[config.mk]
export PLATFORM = sky130hd
export DESIGN_NAME = oc8051_alu_seq
export DESIGN_NICKNAME = d
export VERILOG_FILES = /design/src/rtl/oc8051_alu_seq.sv
export SDC_FILE = /design/constraint.sdc
export NUM_CORES = 1
export LEC_CHECK = 0
export CAP_MARGIN = 10
export CORE_MARGIN = 2
export CORE_UTILIZATION = 44
export DETAILED_ROUTE_END_ITERATION = 12
export PLACE_DENSITY = 0.84
export SLEW_MARGIN = 20
export SYNTH_ARGS = -nofsm -noshare
export SYNTH_HDL_FRONTEND = slang
export SYNTH_SLANG_ARGS = --single-unit
[constraint.sdc]
create_clock -name clk -period 4.7 [get_ports clk]
set_input_delay 0.94 -clock clk [delete_from_list [all_inputs] [get_ports clk]]
set_output_delay 0.94 -clock clk [all_outputs]
set_load 0.05 [all_outputs]
[src/rtl/oc8051_alu_seq.sv]
// Sequencer wrapped around the oc8051 ALU. It accepts one request, holds the operands
// steady while the ALU computes, and registers the results, a timeout flag and the PSW flags.
module oc8051_alu_seq #(
    parameter int unsigned MAX_WAIT = 32
) (
    input  logic       clk,
    input  logic       rst,
    // request side
    input  logic       req_valid,
    output logic       req_ready,
    input  logic [3:0] req_op,
    input  logic [7:0] req_src1,
    input  logic [7:0] req_src2,
    input  logic [7:0] req_src3,
    input  logic       req_bit,
    input  logic [2:0] req_psw_we,
    // ALU side
    output logic [3:0] alu_op,
    output logic [7:0] alu_src1,
    output logic [7:0] alu_src2,
    output logic [7:0] alu_src3,
    output logic       alu_cy,
    output logic       alu_ac,
    output logic       alu_bit,
    output logic       alu_valid,
    input  logic [7:0] alu_des_acc,
    input  logic [7:0] alu_des1,
    input  logic [7:0] alu_des2,
    input  logic       alu_cy_o,
    input  logic       alu_ac_o,
    input  logic       alu_ov_o,
    input  logic       alu_valid_o,
    // result side
    output logic       res_valid,
    input  logic       res_ready,
    output logic [7:0] res_acc,
    output logic [7:0] res_des1,
    output logic [7:0] res_des2,
    output logic       res_err,
    output logic       psw_cy,
    output logic       psw_ac,
    output logic       psw_ov
);

    typedef enum logic [1:0] {
        S_IDLE,
        S_EXEC,
        S_DONE
    } state_e;

    localparam logic [7:0] WAIT_LAST = 8'(MAX_WAIT - 1);

    state_e     state_q, state_d;
    logic [7:0] wait_q, wait_d;
    logic [3:0] op_q, op_d;
    logic [7:0] src1_q, src1_d;
    logic [7:0] src2_q, src2_d;
    logic [7:0] src3_q, src3_d;
    logic       bit_q, bit_d;
    logic [2:0] psw_we_q, psw_we_d;
    logic [7:0] res_acc_q, res_acc_d;
    logic [7:0] res_des1_q, res_des1_d;
    logic [7:0] res_des2_q, res_des2_d;
    logic       res_err_q, res_err_d;
    logic       psw_cy_q, psw_cy_d;
    logic       psw_ac_q, psw_ac_d;
    logic       psw_ov_q, psw_ov_d;

    always_comb begin
        // NOTE: every variable gets its hold value first so no path through the case infers a latch.
        state_d    = state_q;
        wait_d     = wait_q;
        op_d       = op_q;
        src1_d     = src1_q;
        src2_d     = src2_q;
        src3_d     = src3_q;
        bit_d      = bit_q;
        psw_we_d   = psw_we_q;
        res_acc_d  = res_acc_q;
        res_des1_d = res_des1_q;
        res_des2_d = res_des2_q;
        res_err_d  = res_err_q;
        psw_cy_d   = psw_cy_q;
        psw_ac_d   = psw_ac_q;
        psw_ov_d   = psw_ov_q;

        unique case (state_q)
            S_IDLE: begin
                if (req_valid) begin
                    op_d     = req_op;
                    src1_d   = req_src1;
                    src2_d   = req_src2;
                    src3_d   = req_src3;
                    bit_d    = req_bit;
                    psw_we_d = req_psw_we;
                    wait_d   = 8'd0;
                    state_d  = S_EXEC;
                end
            end
            S_EXEC: begin
                // A valid result wins over a timeout that falls on the same edge.
                if (alu_valid_o) begin
                    res_acc_d  = alu_des_acc;
                    res_des1_d = alu_des1;
                    res_des2_d = alu_des2;
                    res_err_d  = 1'b0;
                    if (psw_we_q[2]) psw_cy_d = alu_cy_o;
                    if (psw_we_q[1]) psw_ac_d = alu_ac_o;
                    if (psw_we_q[0]) psw_ov_d = alu_ov_o;
                    state_d    = S_DONE;
                end else if (wait_q == WAIT_LAST) begin
                    res_acc_d  = 8'h00;
                    res_des1_d = 8'h00;
                    res_des2_d = 8'h00;
                    res_err_d  = 1'b1;
                    state_d    = S_DONE;
                end else begin
                    wait_d = wait_q + 8'd1;
                end
            end
            S_DONE: begin
                if (res_ready) state_d = S_IDLE;
            end
            default: state_d = S_IDLE;
        endcase
    end

    always_ff @(posedge clk or negedge rst) begin
        if (!rst) begin
            state_q    <= S_IDLE;
            wait_q     <= 8'd0;
            op_q       <= 4'd0;
            src1_q     <= 8'd0;
            src2_q     <= 8'd0;
            src3_q     <= 8'd0;
            bit_q      <= 1'b0;
            psw_we_q   <= 3'd0;
            res_acc_q  <= 8'd0;
            res_des1_q <= 8'd0;
            res_des2_q <= 8'd0;
            res_err_q  <= 1'b0;
            psw_cy_q   <= 1'b0;
            psw_ac_q   <= 1'b0;
            psw_ov_q   <= 1'b0;
        end else begin
            // NOTE: non-blocking assignments let every register sample the old state on the same edge.
            state_q    <= state_d;
            wait_q     <= wait_d;
            op_q       <= op_d;
            src1_q     <= src1_d;
            src2_q     <= src2_d;
            src3_q     <= src3_d;
            bit_q      <= bit_d;
            psw_we_q   <= psw_we_d;
            res_acc_q  <= res_acc_d;
            res_des1_q <= res_des1_d;
            res_des2_q <= res_des2_d;
            res_err_q  <= res_err_d;
            psw_cy_q   <= psw_cy_d;
            psw_ac_q   <= psw_ac_d;
            psw_ov_q   <= psw_ov_d;
        end
    end

    // req_ready is gated by rst so that every output reads 0 while reset is held.
    assign req_ready = (state_q == S_IDLE) && rst;
    assign alu_valid = (state_q == S_EXEC);
    assign res_valid = (state_q == S_DONE);

    assign alu_op    = op_q;
    assign alu_src1  = src1_q;
    assign alu_src2  = src2_q;
    assign alu_src3  = src3_q;
    assign alu_bit   = bit_q;
    assign alu_cy    = psw_cy_q;
    assign alu_ac    = psw_ac_q;

    assign res_acc   = res_acc_q;
    assign res_des1  = res_des1_q;
    assign res_des2  = res_des2_q;
    assign res_err   = res_err_q;
    assign psw_cy    = psw_cy_q;
    assign psw_ac    = psw_ac_q;
    assign psw_ov    = psw_ov_q;

endmodule

==> results.json <==
{
  "result_of_the_run": "finished clean",
  "cp_data_arrival_time_ps": 2300,
  "final_cell_area_um2": 4280,
  "post_synthesis_instance_area_um2": 2770,
  "synth_top_cell_by_area": "dfrtp_1",
  "timing.critical_path.fanout_max": 12,
  "tritoncts_sink_count": 70,
  "cts_tree": "built",
  "first_global_vias": 2038,
  "dieWidth_um": 83.3,
  "ctsHoldBuffers": 0,
  "postCtsSetupBuffers": 0,
  "dpl_cell_area_um2": 4070,
  "dpl.cell_count": 385,
  "synth.yosys.warnings": 0,
  "yosys_register_bits": 70,
  "cts.repair.resized": 0,
  "layout_min_cycle_time_ps": 3240,
  "synthTopCellsByCount": "dfrtp_1, mux2_1, a22o_1",
  "initial_standard_cell_utilization_of_the_core_pct": 46.2,
  "placement_rows": 28,
  "routedWlPerCell_um": 16.0,
  "die-area_um2": 6940,
  "place.detailed.hpwl_um": 4480,
  "multi_input_comb_area_um2": 941,
  "worst_hold_slack_ps": 483,
  "cap_viol_max_count": 0,
  "post_layout_nonfiller_instances": 401,
  "dr.pass1.iters": 4,
  "power.density_cell_area_nw_per_um2": 822,
  "number_of_antenna_repair_diodes": 0,
  "grt_remaining_overflow": 0,
  "die_h_um": 83.3,
  "synth_top_area_share_pct": 63.3,
  "synth.most_common_cell": "dfrtp_1",
  "n_fill_cell": 418,
  "timing.critical_path.to_type": "output pin",
  "crit_path_start_kind": "register",
  "grt_usage_pct": 19.8,
  "least_setup_slack_across_all_paths_after_layout_ps": 1460,
  "synthTopCellsByArea": "dfrtp_1, mux2_1, a22o_1, mux2_2, buf_2",
  "postSynth.topFlopCell": "dfrtp_1",
  "finalMaxSlewViolations": 0,
  "cts_made_buffers": 9,
  "asyncSetResetFlopFracSynth_pct": 100,
  "num-nets-final": 386,
  "static-leakage-power_nw": 1.85,
  "route.final.wire_length_um": 6430,
  "post-route-util_pct": 71.5,
  "fin_setup_tns_ps": 0,
  "h_tree_depth": 3,
  "maxSlewHeadroom_pct": 32.4,
  "cts_root_buffer": "clkbuf_8",
  "place_worst_setup_slack_ps": 1720,
  "syn-instance-count": 193,
  "post-route-period-util_pct": 69.0,
  "synth_seq_area_share_pct": 63.3,
  "synthesis.nets": 258,
  "top_level_ports": 126,
  "drive_gt1_share_pct": 9.20,
  "finalSetupViolCount": 0,
  "timing_worst_setup_path_type": "reg -> out",
  "grt_start_max_net_pins": 71,
  "vias_per_cell": 5.08,
  "vdd_drop_max_v": 0.000529,
  "fin_total_pwr_mw": 3.52,
  "first_pass_grt_wire_length_um": 10700,
  "finClkSkew_ps": 10.4,
  "layout.area.seq_um2": 1750,
  "cts_max_path_buffers": 2,
  "tightestPinTransition_ps": 1010,
  "rsz_0062_raised_after_global_routing": "no",
  "route.detailed.drc": 0,
  "routabilityCongestion": 0.789,
  "holdCritPathClass": "reg -> reg",
  "synth_enable_flop_cells": 0,
  "antenna_left": 0,
  "insertion_delay_ps": 340,
  "drt_iter0_drc": 118,
  "flow.area_growth_from_synthesis_pct": 54.9,
  "worst_ep_required_time_ps": 3760,
  "clkTransAtPathRegs_ps": 80,
  "fmaxAchievable_mhz": 308,
  "endpoints_failing_hold": 0,
  "syn_avg_cell_area_um2": 14.3,
  "core_um2": 5990,
  "buffer_ports.inserted": 125,
  "grt_antenna_before_repair": 0,
  "unique_masters_post_synth": 33,
  "detailroute.via_count": 2038
}
worst max-delay path, cell delays in order, from the launching register on:
cell	delay, ps
dfrtp_1	430
nor2b_1	600
clkdlybuf4s50_1	940
kinds of logic (layout without fill, tap and decap cells):
family / Yosys count / after routing / synth area share (%)
mux: 37 / 37 / 15.0
fa+ha+maj: 1 / 1 / 0.452
flops: 70 / 70 / 63.3
compound gates: 43 / 43 / 12.1
simple gates: 27 / 27 / 6.42
buf+inv: 15 / 148 / 2.67
where the power goes:
group	switching [mW]	total, mW	leakage [nW]	internal, mW
clock	0.230	0.529	0.106	0.298
combinational	1.25	1.96	0.882	0.705
sequential	0.158	1.03	0.857	0.875
total	1.64	3.52	1.85	1.88
routing by layer:
| layer | wire length, um | track usage (%) | up-vias |
|---|---|---|---|
| met5 | 0 | 0 | - |
| met2 | 3150 | 31.2 | 85 |
| met1 | 2760 | 25.8 | 983 |
| li1 | - | - | 960 |
| met4 | 116 | 7.90 | 0 |
| met3 | 414 | 5.77 | 10 |
flip-flops by register name (all words and copies together), names as in the netlist:
register,flops
alu_src1,8
alu_src2,8
alu_src3,8
res_acc,8
res_des1,8
res_des2,8
wait_q,8
alu_op,4
psw_we_q,3
state_q,2
alu_ac,1
alu_bit,1
alu_cy,1
psw_ov,1
res_err,1
worst paths after layout:
check                      slack, ps                       to                     from  depth (start not counted)
max                             1460                alu_valid   state_q[0]$_DFFE_PN0P_                          2
min                              480  res_des1[7]$_DFFE_PN0P_  res_des1[7]$_DFFE_PN0P_                          1
max reg2reg                     2160       alu_cy$_DFFE_PN0P_   state_q[0]$_DFFE_PN0P_                          4
min reg2reg                      480  res_des1[7]$_DFFE_PN0P_  res_des1[7]$_DFFE_PN0P_                          1
max in group asynchronous       3330  res_des1[3]$_DFFE_PN0P_                      rst                          2
min in group asynchronous        820    wait_q[0]$_DFFE_PN0P_                      rst                          2
layout by cell type, fill, tap and decap left out, drive strengths merged, types with 2 or more instances in the layout:
master / n
nand3: 3
a21oi: 4
o21ai: 7
nor3b: 3
bufinv: 2
dfrtp: 70
buf: 4
clkinv: 3
nand2b: 3
a21o: 2
inv: 4
a31oi: 4
a22o: 24
clkbuf: 10
nor2: 5
nand4: 2
mux2: 36
nand2: 6
clkdlybuf4s50: 124
layout make-up:
cell class                      count  share of cell area, %
Sequential cell                    70                   40.9
Timing Repair Buffer              128                   29.6
Multi-Input combinational cell    108                   22.0
Clock buffer                       10                   2.98
Tap cell                           75                   2.19
Clock inverter                      6                   2.02
Inverter                            4                  0.350
(Power assumes the default switching activity.)
